[src/rtl/uart_receiver.sv]
// uart_receiver: 8N1 serial receiver with mid-bit sampling, ready/ack holding register,
// framing-error pulse and sticky overrun flag.
module uart_receiver #(
  parameter int CLKS_PER_BIT = 434,
  parameter int CNT_W        = 16
) (
  input  logic       clk_50mhz,
  input  logic       reset_n,
  input  logic       rx,
  output logic [7:0] data,
  output logic       data_ready,
  input  logic       data_ack,
  output logic       framing_error,
  output logic       overrun,
  output logic       busy
);
  typedef enum logic [1:0] {IDLE, START, DATA, STOP} state_t;
  localparam logic [CNT_W-1:0] LP_HALF = CNT_W'((CLKS_PER_BIT - 1) / 2);
  localparam logic [CNT_W-1:0] LP_LAST = CNT_W'(CLKS_PER_BIT - 1);
  state_t           r_state, w_state_nxt;
  logic [1:0]       r_sync;
  logic [CNT_W-1:0] r_cnt, w_cnt_nxt;
  logic [2:0]       r_idx, w_idx_nxt;
  logic [7:0]       r_shift, w_shift_nxt;
  logic [7:0]       r_data, w_data_nxt;
  logic             r_ready, w_ready_nxt;
  logic             r_ferr, w_ferr_nxt;
  logic             r_ovr, w_ovr_nxt;
  logic             w_rx_s;
  logic             w_half;
  logic             w_last;
  assign w_rx_s = r_sync[1];
  assign w_half = r_cnt == LP_HALF;
  assign w_last = r_cnt == LP_LAST;
  always_ff @(posedge clk_50mhz) begin
    if (!reset_n) begin
      r_sync  <= 2'b11;
      r_state <= IDLE;
      r_cnt   <= '0;
      r_idx   <= '0;
      r_shift <= '0;
      r_data  <= '0;
      r_ready <= 1'b0;
      r_ferr  <= 1'b0;
      r_ovr   <= 1'b0;
    end else begin
      r_sync  <= {r_sync[0], rx};
      r_state <= w_state_nxt;
      r_cnt   <= w_cnt_nxt;
      r_idx   <= w_idx_nxt;
      r_shift <= w_shift_nxt;
      r_data  <= w_data_nxt;
      r_ready <= w_ready_nxt;
      r_ferr  <= w_ferr_nxt;
      r_ovr   <= w_ovr_nxt;
    end
  end
  // An ack clears the holding register unless a new byte lands the same cycle.
  always_comb begin
    w_state_nxt = r_state;
    w_cnt_nxt   = r_cnt + 1'b1;
    w_idx_nxt   = r_idx;
    w_shift_nxt = r_shift;
    w_data_nxt  = r_data;
    w_ready_nxt = r_ready & ~data_ack;
    w_ferr_nxt  = 1'b0;
    w_ovr_nxt   = r_ovr;
    case (r_state)
      IDLE: begin
        w_cnt_nxt   = '0;
        w_state_nxt = w_rx_s ? IDLE : START;
      end
      START: begin
        if (w_half) begin
          w_cnt_nxt   = '0;
          w_idx_nxt   = '0;
          w_state_nxt = w_rx_s ? IDLE : DATA;
        end
      end
      DATA: begin
        if (w_last) begin
          w_cnt_nxt   = '0;
          w_shift_nxt = {w_rx_s, r_shift[7:1]};
          w_idx_nxt   = r_idx + 1'b1;
          w_state_nxt = (r_idx == 3'd7) ? STOP : DATA;
        end
      end
      STOP: begin
        if (w_last) begin
          w_cnt_nxt   = '0;
          w_state_nxt = IDLE;
          w_data_nxt  = w_rx_s ? r_shift : r_data;
          w_ready_nxt = w_rx_s | (r_ready & ~data_ack);
          w_ovr_nxt   = r_ovr | (w_rx_s & r_ready & ~data_ack);
          w_ferr_nxt  = ~w_rx_s;
        end
      end
      default: w_state_nxt = IDLE;
    endcase
  end
  assign data          = r_data;
  assign data_ready    = r_ready;
  assign framing_error = r_ferr;
  assign overrun       = r_ovr;
  assign busy          = r_state != IDLE;
endmodule

[config.mk]
export PLATFORM = sky130hd
export DESIGN_NAME = uart_receiver
export DESIGN_NICKNAME = d
export VERILOG_FILES = /design/src/rtl/uart_receiver.sv
export SDC_FILE = /design/constraint.sdc
export NUM_CORES = 1
export LEC_CHECK = 0
export BUFFER_PORTS_ARGS = -buffer_cell sky130_fd_sc_hd__buf_2
export CORE_MARGIN = 2
export CORE_UTILIZATION = 60
export DETAILED_ROUTE_END_ITERATION = 7
export PLACE_DENSITY_LB_ADDON = 0.25
export SYNTH_ARGS = -nofsm -noshare
export SYNTH_HDL_FRONTEND = slang
export SYNTH_SLANG_ARGS = --single-unit
[constraint.sdc]
create_clock -name clk_50mhz -period 5.2 [get_ports clk_50mhz]
set_input_delay 1.04 -clock clk_50mhz [delete_from_list [all_inputs] [get_ports clk_50mhz]]
set_output_delay 1.04 -clock clk_50mhz [all_outputs]
set_load 0.01 [all_outputs]
# Yosys cells after proc, flatten, opt, wreduce, memory -nomap -nowiden
# Index checks and enable logic that the tools add are counted.
word_totals:
  output_inout_bits: 12
  regBits: 42
classes:
  n_bitwise: 7
  n_addsub: 2
  n_mux: 15
  n_eq_ne: 9
  reduce_logical: 10
ops:
  columns: ["operator", "n"]
  rows:
  - ["16-bit one-hot mux with 3 select lines", 1]
  - ["16-bit 2-to-1 mux", 2]
  - ["16-bit by 1-bit adder with 16-bit output (second input constant)", 1]
  - ["16-bit by 8-bit equality test with 1-bit output (second input constant)", 1]
  - ["16-bit by 9-bit equality test with 1-bit output (second input constant)", 1]
  - ["3-bit AND reduction", 4]
  - ["2-bit 2-to-1 mux", 4]
  - ["2-bit one-hot mux with 4 select lines", 1]
  - ["3-bit 2-to-1 mux", 2]
  - ["2-bit inequality test (second input constant)", 3]
  - ["3-bit one-hot mux with 2 select lines", 1]
  - ["2-bit equality test (second input constant)", 2]
  - ["1-bit 2-to-1 mux", 4]
  - ["2-bit AND reduction", 2]
  - ["2-bit nonzero test", 2]
  - ["3-bit by 1-bit adder with 3-bit output (second input constant)", 1]
  - ["1-bit AND", 3]
  - ["3-bit equality test (second input constant)", 1]
  - ["2-bit by 1-bit equality test with 1-bit output (second input constant)", 1]
  - ["2-bit logical NOT", 1]
  - ["1-bit inverter", 2]
  - ["1-bit bitwise OR", 2]
  - ["2-bit OR reduction", 1]

# Depth between registers and ports, before layout
# Gate-level depths: netlist of run 1.
logic_depth:
  ltp_word: 5
  mapped_depth: 8
  mapped_depth_nobuf: 6

# Worst setup path before layout of run 1
# OpenSTA, ideal clock, no wires.
synth_timing:
  path_type: "register -> output"
  startpoint: "register r_state[0]"
  endpoint: "output busy"
  slack_ns: 3.374
  stages_incl_launch_ff: 3
  path_buffers: 1
  t_arrival_ns: 0.786
  path_cell_list: "dfxtp_1 > clkbuf_1 > or2_2"
synth_between:
  elab_chain_cells: 1
synth_lines:
  columns: ["element", "line_no", "rtl"]
  rows:
  - ["from (decl)", "20", "state_t r_state, w_state_nxt;"]
  - ["from (signal assigned)", "48", "r_state <= w_state_nxt;"]
  - ["2-bit nonzero test", "105", "assign busy = r_state != IDLE;"]
  - ["to (decl)", "15", "output logic busy"]
# Every way passes these cells.

==> impl_results.md, run 1 <==
- Number of synthesized flops with an enable pin: 0
- Worst VDD drop: 0.135 mV
- Setup_tns: 0 ns
- Number of placement rows: 20
- Kind of critical path: reg2out
- Required time reported for the critical path endpoint: 4.16 ns
- Effective utilization at floorplan: 63.3%
- Core Footprint: 0.00308 sq mm
- Commonest register cell after synthesis: sky130_fd_sc_hd__dfxtp_1
- Drt initial violations: 55
- Seq/Total Area, Yosys: 43.2%
- Pre-antenna DRT Iters: 4
- CTS sink count: 42
- Max-cap violations: 0
- DRC: 0
- Number of synthesized register bits: 42
- Async S/R FF share, synth: 0%
- Insertion delay of the later-clocked pin in the worst-skew pair: 0.36 ns
- Cells taking the most area after synthesis: sky130_fd_sc_hd__dfxtp_1 43%, sky130_fd_sc_hd__a21boi_0 6.2%, sky130_fd_sc_hd__nand3_1 5.9%
- Result of the run: finished clean
- Clock Skews: 0.00606 ns
- Launching element type of the critical path: register
- Drt wl/cell: 13.4 microns
- Die area: 0.00372 sq mm
- CP Max Fanout: 10
- Total detailed-routing wirelength: 3.56 mm
- Met2 routed WL: 1.66 mm
- Combined area of all synthesized cells: 0.00195 sq mm
- Cts repair resizes: 0
- Endpoint kind of the worst setup timing path: output pin
- Die Height: 61.0 microns
- Non-filler cells in the finished layout: 265
- Clock transition at the registers of the reported paths: 0.11 ns
- Initial antenna violation count: 0
- Count of boundary I/O pins: 16
- Global-route wire length before repair: 6.10 mm
- Detail Route Antenna Nets: 0
- Top cell type's share of synthesized area: 43.2%
- Dominant cell type by area after synthesis: sky130_fd_sc_hd__dfxtp_1
- Largest net degree at the start of global routing: 31
- TritonCTS buffer count: 5
- Number of warnings printed during yosys synthesis: 0
- Transition at the pin with the smallest max-transition slack: 0.697 ns
- Mean instance size in the synthesized netlist: 9.19 sq um
- TritonCTS clock tree: yes
- CTS Buffer Depth: 2
- Total number of vias: 1567
- Post-Route Hold Slack: 0.428 ns
- Synthesis-to-finish area growth: 5.14%
- Leftover overflow at the end of global routing: 0
- Arrival time worst endpoint: 1.25 ns
- Synthesized instance count: 212
- Highest Signal Layer: met4
- Unrepaired setup endpoints after global routing: false
- Number of pins exceeding their max-slew limit in the final report: 0
- Routed length on met1: 1.70 mm
- Count of antenna diodes in the layout: 0
- Port Buffer Count: 15
- Post-placement cell count: 258
- Leakage power: 0.695 nW
- Final Hold Viols: 0
- Share of post-route cells with drive strength above 1: 16.7%
- Number of failing setup endpoints in the final timing report: 0
- Synthesized net count: 221
- Vias in the first global route: 1365
- Period utilisation layout: 43.9%
- Global-route usage over all layers: 22.5%
- Root Buffer Master: sky130_fd_sc_hd__clkbuf_4
- Setup Fix Bufs, Post-CTS: 0
- Beginning of the worst hold path: r_sync[0]
- Net count reported at finish: 230
- Maximum clock frequency: 438 MHz
- Global placement routability congestion: 0.775
- Time the worst path needs with I/O delays and setup: 2.29 ns
- H-tree level count: 2
- Power per cell area: 237 mW/mm^2
- Die W: 61.0 microns
- Synth cell types: 44
- Met3 wirelength from detailed routing: 149 microns
- Hold_buf cts: 0
- Critical register-to-register path startpoint: r_cnt[13]
- Relative slew slack: 53.1%
- Path category of the worst min-delay check: reg2reg
- Post-detail-place hpwl: 2.49 mm
- Vias per Instance: 5.91
==> cell usage in the layout (no fill, tap or decap), drive strengths merged, types with 4 or more instances in the layout <==
| cell type | netlist | final |
|---|---|---|
| dfxtp | 42 | 42 |
| nand3 | 25 | 25 |
| o21ai | 18 | 18 |
| nor3 | 16 | 16 |
| a21boi | 16 | 16 |
| buf | 4 | 15 |
| nand2 | 12 | 12 |
| clkbuf | 9 | 7 |
| xnor2 | 6 | 6 |
| inv | 5 | 5 |
| nand2b | 5 | 5 |
| o22ai | 5 | 5 |
| xor2 | 5 | 5 |
| ha | 5 | 5 |
| nand4 | 5 | 5 |
| and3 | 5 | 5 |
| nor4 | 4 | 4 |
==> layout make-up <==
cell class              instances  area, sq um
inverters                       5         18.8
well taps                      44         55.1
repair buffers                 15         75.1
multi-input cells             152         1010
clock buffers                   7         45.0
flip-flops and latches         42          841
fillers                       276         1030
==> report_power, final <==
part	switching [mW]	total (mW)	leakage, nW	internal [mW]
clock network	0.0976	0.149	0.0254	0.0510
logic	0.00788	0.0130	0.331	0.00511
registers	0.00151	0.324	0.339	0.323
total	0.107	0.486	0.695	0.379
==> metal layers <==
metal / global-route usage, % / vias to the layer above
li1: - / 795
met1: 29.9 / 738
met2: 34.3 / 28
met3: 6.40 / 6
met4: 9.32 / 0
met5: 0 / -
==> logic make-up after synthesis <==
family / count (synthesis) / share of synthesized area (%)
simple gates: 86 / 26.5
compound gates: 50 / 17.4
flops: 42 / 43.2
buf+inv: 18 / 4.82
xor+xnor: 11 / 4.95
fa+ha+maj: 5 / 3.21
==> flip-flops by register name, summed over array words and instances, names as in the netlist, named ones only <==
signal	count
r_cnt	16
data	8
r_shift	8
r_idx	3
r_sync	2
data_ready	1
framing_error	1
overrun	1
r_state	1
==> cells in the mapped netlist, types with 2 or more instances <==
| cell type | n |
|---|---|
| sky130_fd_sc_hd__buf_4 | 2 |
| sky130_fd_sc_hd__xor2_1 | 5 |
| sky130_fd_sc_hd__and3_2 | 2 |
| sky130_fd_sc_hd__inv_1 | 5 |
| sky130_fd_sc_hd__nor4_1 | 2 |
| sky130_fd_sc_hd__a21oi_1 | 2 |
| sky130_fd_sc_hd__o21ai_0 | 18 |
| sky130_fd_sc_hd__o21a_1 | 2 |
| sky130_fd_sc_hd__nand3_1 | 23 |
| sky130_fd_sc_hd__and3_1 | 3 |
| sky130_fd_sc_hd__nor4_2 | 2 |
| sky130_fd_sc_hd__nor2_1 | 2 |
| sky130_fd_sc_hd__nand2_1 | 12 |
| sky130_fd_sc_hd__nand2b_1 | 5 |
| sky130_fd_sc_hd__nand3_2 | 2 |
| sky130_fd_sc_hd__nor3_1 | 16 |
| sky130_fd_sc_hd__xnor2_1 | 6 |
| sky130_fd_sc_hd__nand4_1 | 4 |
| sky130_fd_sc_hd__a21boi_0 | 16 |
| sky130_fd_sc_hd__clkbuf_1 | 8 |
| sky130_fd_sc_hd__a211oi_1 | 2 |
| sky130_fd_sc_hd__o31ai_1 | 2 |
| sky130_fd_sc_hd__o22ai_1 | 5 |
| sky130_fd_sc_hd__dfxtp_1 | 42 |
| sky130_fd_sc_hd__ha_1 | 5 |
==> worst paths after layout <==
path	to	slack, ns	depth (start not counted)
setup reg to reg	r_cnt[5]	3.00	4
hold / removal	r_sync[1]	0.43	1
hold reg to reg	r_sync[1]	0.43	1
setup / recovery	busy	2.91	2
==> per-stage QoR <==
stage	utilization, %	power [mW]	cell area (sq um)	worst slack [ns]
6_report	66.5	0.486	2050	2.91
5_1_grt	66.5	0.506	2050	2.80
4_1_cts	66.5	0.489	2050	2.91
3_5_place_dp	65.1	0.345	2000	2.95
3_3_place_gp	65.1	0.344	2000	3.02
2_1_floorplan	-	0.342	1950	3.37
==> worst max-delay path, cell delays in order (launching register included) <==
cell and delay [ns]:
sky130_fd_sc_hd__dfxtp_1 0.42, sky130_fd_sc_hd__or2_2 0.33, sky130_fd_sc_hd__buf_2 0.14
Power figures use the tool's default switching activity.
==> run 2: changes to the inputs <==
- CORE_UTILIZATION: 60 -> 53
- clock period: 5.2 -> 2 ns (I/O delays scaled with it)
==> run 2 against run 1 <==
Total power rose to 3.2 times the previous value. Clock-buffer cell count down 2. First-iteration DRC count up 130%. Clock power rose to 4.5 times the previous value. Die area up 12%. Sequential power rose to 2.6 times the previous value. Core utilization down 6.9 points. Clock skew up 0.0024 ns. Register-to-register slack worse by 2.8 ns. Hold slack worse by 0.15 ns. Critical path depth up 3.
==> impl_results.md, run 2 (synthesized netlist as in run 1, its figures left out) <==
- Highest Signal Layer: met4 (unchanged)
- Endpoint kind of the worst setup timing path: register (was output pin)
- Launching element type of the critical path: register (unchanged)
- Sequential cell area in the final layout: 841 sq um (unchanged)
- Met2 routed WL: 1.53 mm (was 1.66 mm)
- Count of boundary I/O pins: 16 (unchanged)
- Met3 wirelength from detailed routing: 124 microns (was 149 microns)
- Power per cell area: 720 mW/mm^2 (was 237 mW/mm^2)
- Internal cell power: 1.22 mW (was 0.379 mW)
- Leakage power: 0.740 nW (was 0.695 nW)
- DRC: 0 (unchanged)
- Initial antenna violation count: 0 (unchanged)
- Cts repair resizes: 0 (unchanged)
- Clock transition at the registers of the reported paths: 0.08 ns (was 0.11 ns)
- Global-route wire length before repair: 6.16 mm (was 6.10 mm)
- Total number of vias: 1545 (was 1567)
- Unrepaired setup endpoints after global routing: false (unchanged)
- Time the worst path needs with I/O delays and setup: 1.83 ns
- Total chip power: 1.55 mW (was 0.486 mW)
- Period utilisation layout: 91.3%
- Critical register-to-register path startpoint: r_cnt[0] (was r_cnt[13])
- Post-layout util: 59.7% (was 66.5%)
- Leading cell type in the layout, fill and taps excluded: sky130_fd_sc_hd__dfxtp_1 (unchanged)
- CP Max Fanout: 6 (was 10)
- Number of placement rows: 22 (was 20)
- Sequential cell fraction of total power: 54.4% (was 66.7%)
- Switching portion of total power: 21.0% (was 22.0%)
- Routed length on met1: 1.91 mm (was 1.70 mm)
- Global-route usage over all layers: 19.0% (was 22.5%)
- Root Buffer Master: sky130_fd_sc_hd__clkbuf_8 (was sky130_fd_sc_hd__clkbuf_4)
- Net count reported at finish: 234 (was 230)
- Path category of the worst min-delay check: in2reg (was reg2reg)
- Leftover overflow at the end of global routing: 0 (unchanged)
- Global placement routability congestion: 0.820 (was 0.775)
- Synthesis-to-finish area growth: 10.5% (was 5.14%)
- Number of failing setup endpoints in the final timing report: 0 (unchanged)
- Vias per Instance: 5.64 (was 5.91)
- Beginning of the worst hold path: rx (was r_sync[0])
- CTS Buffer Depth: 2 (unchanged)
- Hold_buf cts: 0 (unchanged)
- Post-detail-place hpwl: 2.36 mm (was 2.49 mm)
- Core Footprint: 0.00361 sq mm (was 0.00308 sq mm)
- Die area: 0.00418 sq mm (was 0.00372 sq mm)
- Die W: 64.6 microns (was 61.0 microns)
- Switching pwr: 0.326 mW (was 0.107 mW)
- Relative slew slack: 60.4% (was 53.1%)
- Clock share of power: 43.3% (was 30.6%)
- Number of flip-flops in the largest register: 16 (unchanged)
- Logic pwr share: 2.3% (was 2.7%)
- Vias in the first global route: 1343 (was 1365)
- TritonCTS clock tree: yes (unchanged)
- Die Height: 64.6 microns (was 61.0 microns)
- Drt initial violations: 128 (was 55)
- TritonCTS buffer count: 5 (unchanged)
- Maximum clock frequency: 548 MHz
- Final Hold Viols: 0 (unchanged)
- Setup Fix Bufs, Post-CTS: 0 (unchanged)
- Port Buffer Count: 15 (unchanged)
- CTS sink count: 42 (unchanged)
- Count of antenna diodes in the layout: 0 (unchanged)
- Total detailed-routing wirelength: 3.60 mm (was 3.56 mm)
- Drt wl/cell: 13.1 microns (was 13.4 microns)
- Transition at the pin with the smallest max-transition slack: 0.593 ns (was 0.697 ns)
- Share of post-route cells with drive strength above 1: 19.5% (was 16.7%)
- Register with the most flip-flops: r_cnt (unchanged)
- Kind of critical path: reg2reg (was reg2out)
- Clock Skews: 0.00842 ns (was 0.00606 ns)
- Critical path launch point: r_cnt[0]
- Pre-antenna DRT Iters: 4 (unchanged)
- Filler Cell Count: 331 (was 276)
- Result of the run: finished clean (unchanged)
- H-tree level count: 2 (unchanged)
- Setup_tns: 0 ns (unchanged)
- Largest net degree at the start of global routing: 30 (was 31)
- Detail Route Antenna Nets: 0 (unchanged)
- Effective utilization at floorplan: 54.0% (was 63.3%)
- Worst VDD drop: 0.511 mV (was 0.135 mV)
- Required time reported for the critical path endpoint: 2.22 ns (was 4.16 ns)
- Number of pins exceeding their max-slew limit in the final report: 0 (unchanged)
- Insertion delay of the later-clocked pin in the worst-skew pair: 0.30 ns (was 0.36 ns)
- Arrival time worst endpoint: 2.04 ns (was 1.25 ns)
- Most used cells in the layout excluding fill and tap cells: 42 x sky130_fd_sc_hd__dfxtp_1, 23 x sky130_fd_sc_hd__nand3_1, 18 x sky130_fd_sc_hd__o21ai_0, 16 x sky130_fd_sc_hd__nor3_1, 16 x sky130_fd_sc_hd__a21boi_0 (unchanged)
- Max-cap violations: 0 (unchanged)
- Multi-input logic area: 0.00101 sq mm (unchanged)
run 2: changes by cell type in the layout (fill, tap and decap cells not counted), sizes merged:
cell      previous run  this run
clkinvlp             0         2
clkbuf               7         5
buf                 15        19
bufinv               0         1
run 2: worst max-delay path, stage by stage, from the launching register on:
cell and delay, ns:
sky130_fd_sc_hd__dfxtp_1 0.42, sky130_fd_sc_hd__ha_1 0.23, sky130_fd_sc_hd__nand3_2 0.13, sky130_fd_sc_hd__or2_4 0.28
sky130_fd_sc_hd__or4_4 0.48, sky130_fd_sc_hd__a211oi_2 0.21
run 2: cell type report:
class	count	share of cell area, %
Inverter	5	0.872
Clock buffer	5	3.20
Timing Repair Buffer	19	4.88
Sequential cell	42	39.1
Clock inverter	3	2.09
Multi-Input combinational cell	152	47.1
Tap cell	48	2.79
run 2: per-layer routing:
metal	GRT usage (%)	up-vias
met5	0	-
met4	8.78	0
met3	3.65	4
met2	28.0	24
met1	26.8	723
li1	-	794
run 2: per-stage QoR:
step	std cells	worst slack (ns)	hold WS, ns	cell area, sq um
after floorplan	212	0.299	0.386	1950
after global placement	266	0.234	0.391	2040
after detailed placement	266	0.187	0.399	2040
after CTS	274	0.164	0.273	2150
after global routing	274	0.0464	0.288	2150
final	274	0.174	0.280	2150
run 2: final timing paths:
| check | cells after the start | slack, ns | end |
|---|---|---|---|
| worst max-delay path | 5 | 0.17 | r_cnt[14] |
| worst min-delay path | 2 | 0.28 | r_sync[0] |
| worst max register to register | 5 | 0.17 | r_cnt[14] |
| worst min register to register | 1 | 0.42 | r_sync[1] |
run 2: power groups by stage:
stage | Combinational [mW] | Clock, mW | Sequential, mW
floorplan | 0.0297 | 0 | 0.859
global placement | 0.0362 | 0 | 0.862
detailed placement | 0.0369 | 0 | 0.862
CTS | 0.0367 | 0.687 | 0.842
global route | 0.0401 | 0.716 | 0.843
finish | 0.0362 | 0.671 | 0.842
==> run 3: changes to the inputs <==
- BUFFER_PORTS_ARGS: -buffer_cell sky130_fd_sc_hd__buf_2 -> -buffer_cell sky130_fd_sc_hd__clkbuf_2
==> run 3 against run 2 <==
Register-to-register slack lost 0.02 ns. Die area is the same. First-iteration DRC count shrank 45%. Hold slack worse by 0.0026 ns. Fmax is 0.82% lower. Setup slack got worse by 0.015 ns. Clock power decreased by 19%. Sequential power is essentially flat. Critical path depth did not move. Flip-flop and latch count did not move. Via count down 1.4%. Critical endpoint unchanged. Largest power group unchanged.
==> impl_results.md, run 3 (synthesized netlist as in run 1, its figures left out) <==
- Result of the run: finished clean (unchanged)
- Net count reported at finish: 234 (unchanged)
- Post-detail-place hpwl: 2.33 mm (was 2.36 mm)
- Unrepaired setup endpoints after global routing: false (unchanged)
- Detail Route Antenna Nets: 0 (unchanged)
- Most used cells in the layout excluding fill and tap cells: 42 x sky130_fd_sc_hd__dfxtp_1, 23 x sky130_fd_sc_hd__nand3_1, 18 x sky130_fd_sc_hd__o21ai_0, 16 x sky130_fd_sc_hd__nor3_1, 16 x sky130_fd_sc_hd__a21boi_0 (unchanged)
- Final Hold Viols: 0 (unchanged)
- Insertion delay of the later-clocked pin in the worst-skew pair: 0.30 ns (about the same)
- Arrival time worst endpoint: 2.06 ns (was 2.04 ns)
- Total detailed-routing wirelength: 3.60 mm (about the same)
- Count of antenna diodes in the layout: 0 (unchanged)
- Leakage power: 0.723 nW (was 0.740 nW)
- Drt initial violations: 71 (was 128)
- Register with the most flip-flops: r_cnt (unchanged)
- Die W: 64.6 microns (unchanged)
- Period utilisation layout: 92.0% (was 91.3%)
- Number of flip-flops in the largest register: 16 (unchanged)
- Max-cap violations: 0 (unchanged)
- Largest net degree at the start of global routing: 30 (unchanged)
- Kind of critical path: reg2reg (unchanged)
- Routed length on met1: 1.91 mm (about the same)
- Global-route wire length before repair: 6.10 mm (was 6.16 mm)
- Post-layout util: 59.0% (was 59.7%)
- Number of placement rows: 22 (unchanged)
- Time the worst path needs with I/O delays and setup: 1.84 ns (was 1.83 ns)
- TritonCTS clock tree: yes (unchanged)
- Required time reported for the critical path endpoint: 2.22 ns (about the same)
- Core Footprint: 0.00361 sq mm (unchanged)
- Endpoint kind of the worst setup timing path: register (unchanged)
- Worst reg2reg setup slack: 0.16 ns (was 0.17 ns)
- Power per cell area: 669 mW/mm^2 (was 720 mW/mm^2)
- Count of boundary I/O pins: 16 (unchanged)
- Effective utilization at floorplan: 54.0% (unchanged)
- Number of pins exceeding their max-slew limit in the final report: 0 (unchanged)
- Worst VDD drop: 0.406 mV (was 0.511 mV)
- Met3 wirelength from detailed routing: 120 microns (was 124 microns)
- Path category of the worst min-delay check: in2reg (unchanged)
- Switching pwr: 0.326 mW (about the same)
- CP Max Fanout: 6 (unchanged)
- Vias in the first global route: 1365 (was 1343)
- Final worst slack: 0.159 ns (was 0.174 ns)
- Setup Fix Bufs, Post-CTS: 0 (unchanged)
- Worst setup timing slack at the placement stage: 0.183 ns (was 0.187 ns)
- Relative slew slack: 58.6% (was 60.4%)
- Total number of vias: 1524 (was 1545)
- Leading cell type in the layout, fill and taps excluded: sky130_fd_sc_hd__dfxtp_1 (unchanged)
- Global-route usage over all layers: 19.0% (about the same)
- Die Height: 64.6 microns (unchanged)
- Sequential cell fraction of total power: 59.2% (was 54.4%)
- Total chip power: 1.42 mW (was 1.55 mW)
- Hold_buf cts: 0 (unchanged)
- Global placement routability congestion: 0.773 (was 0.820)
- Root Buffer Master: sky130_fd_sc_hd__clkbuf_8 (unchanged)
- Transition at the pin with the smallest max-transition slack: 0.619 ns (was 0.593 ns)
- Internal cell power: 1.10 mW (was 1.22 mW)
- Clock share of power: 38.3% (was 43.3%)
- CTS sink count: 42 (unchanged)
- Drt wl/cell: 13.1 microns (about the same)
- Number of failing setup endpoints in the final timing report: 0 (unchanged)
- CTS Buffer Depth: 2 (unchanged)
- Clock Skews: 0.00344 ns (was 0.00842 ns)
- Launching element type of the critical path: register (unchanged)
- H-tree level count: 2 (unchanged)
- Die area: 0.00418 sq mm (unchanged)
- TritonCTS buffer count: 5 (unchanged)
- Pre-antenna DRT Iters: 4 (unchanged)
- Maximum clock frequency: 543 MHz (was 548 MHz)
- Met2 routed WL: 1.49 mm (was 1.53 mm)
- Clock transition at the registers of the reported paths: 0.08 ns (about the same)
- Share of post-route cells with drive strength above 1: 19.5% (unchanged)
- Switching portion of total power: 22.9% (was 21.0%)
- Initial antenna violation count: 0 (unchanged)
- Port Buffer Count: 15 (unchanged)
- Logic pwr share: 2.5% (was 2.3%)
- Synthesis-to-finish area growth: 9.25% (was 10.5%)
- Highest Signal Layer: met4 (unchanged)
- DRC: 0 (unchanged)
- Cts repair resizes: 0 (unchanged)
- Vias per Instance: 5.56 (was 5.64)
- Leftover overflow at the end of global routing: 0 (unchanged)
- Setup_tns: 0 ns (unchanged)
-- run 3: cell count changes in the layout (fill, tap and decap cells not counted), sizes merged --
cell / change
bufinv: -1
buf: -15
clkinvlp: -1
clkinv: +2
clkbuf: +15
-- run 3: critical path, cell delays in order, from the launching register on --
cell and delay (ns):
sky130_fd_sc_hd__dfxtp_1 0.42, sky130_fd_sc_hd__ha_1 0.23, sky130_fd_sc_hd__nand3_2 0.14, sky130_fd_sc_hd__or2_4 0.29
sky130_fd_sc_hd__or4_4 0.48, sky130_fd_sc_hd__a211oi_2 0.21
-- run 3: final timing paths --
kind | startpoint | to | cells after the start
setup / recovery | r_cnt[0] | r_cnt[14] | 5
hold / removal | rx | r_sync[0] | 2
setup reg to reg | r_cnt[0] | r_cnt[14] | 5
hold reg to reg | r_sync[0] | r_sync[1] | 1
-- run 3: power by group through the flow --
stage	registers, mW	clock network (mW)	logic, mW
5_1_grt	0.843	0.595	0.0395
4_1_cts	0.842	0.565	0.0366
6_report	0.842	0.545	0.0362
2_1_floorplan	0.859	0	0.0297
3_5_place_dp	0.862	0	0.0367
3_3_place_gp	0.862	0	0.0364
-- run 3: final cells by class --
class	count	area [sq um]
Inverter	5	18.8
Clock buffer	5	68.8
Clock inverter	3	21.3
Fill cell	340	1480
Sequential cell	42	841
Multi-Input combinational cell	152	1010
Timing Repair Buffer	19	105
Tap cell	48	60.1
-- run 3: metrics by stage --
stage                     cell area (sq um)  std cells  hold WS, ns
after floorplan                        1950        212        0.386
after global placement                 2040        266        0.389
after detailed placement               2040        266        0.399
after CTS                              2130        274        0.272
after global routing                   2130        274        0.274
final                                  2130        274        0.278
-- run 3: metal layers --
| metal | vias up | track usage [%] |
|---|---|---|
| met4 | 0 | 10.1 |
| li1 | 793 | - |
| met5 | - | 0 |
| met1 | 706 | 24.9 |
| met2 | 21 | 28.4 |
| met3 | 4 | 5.21 |
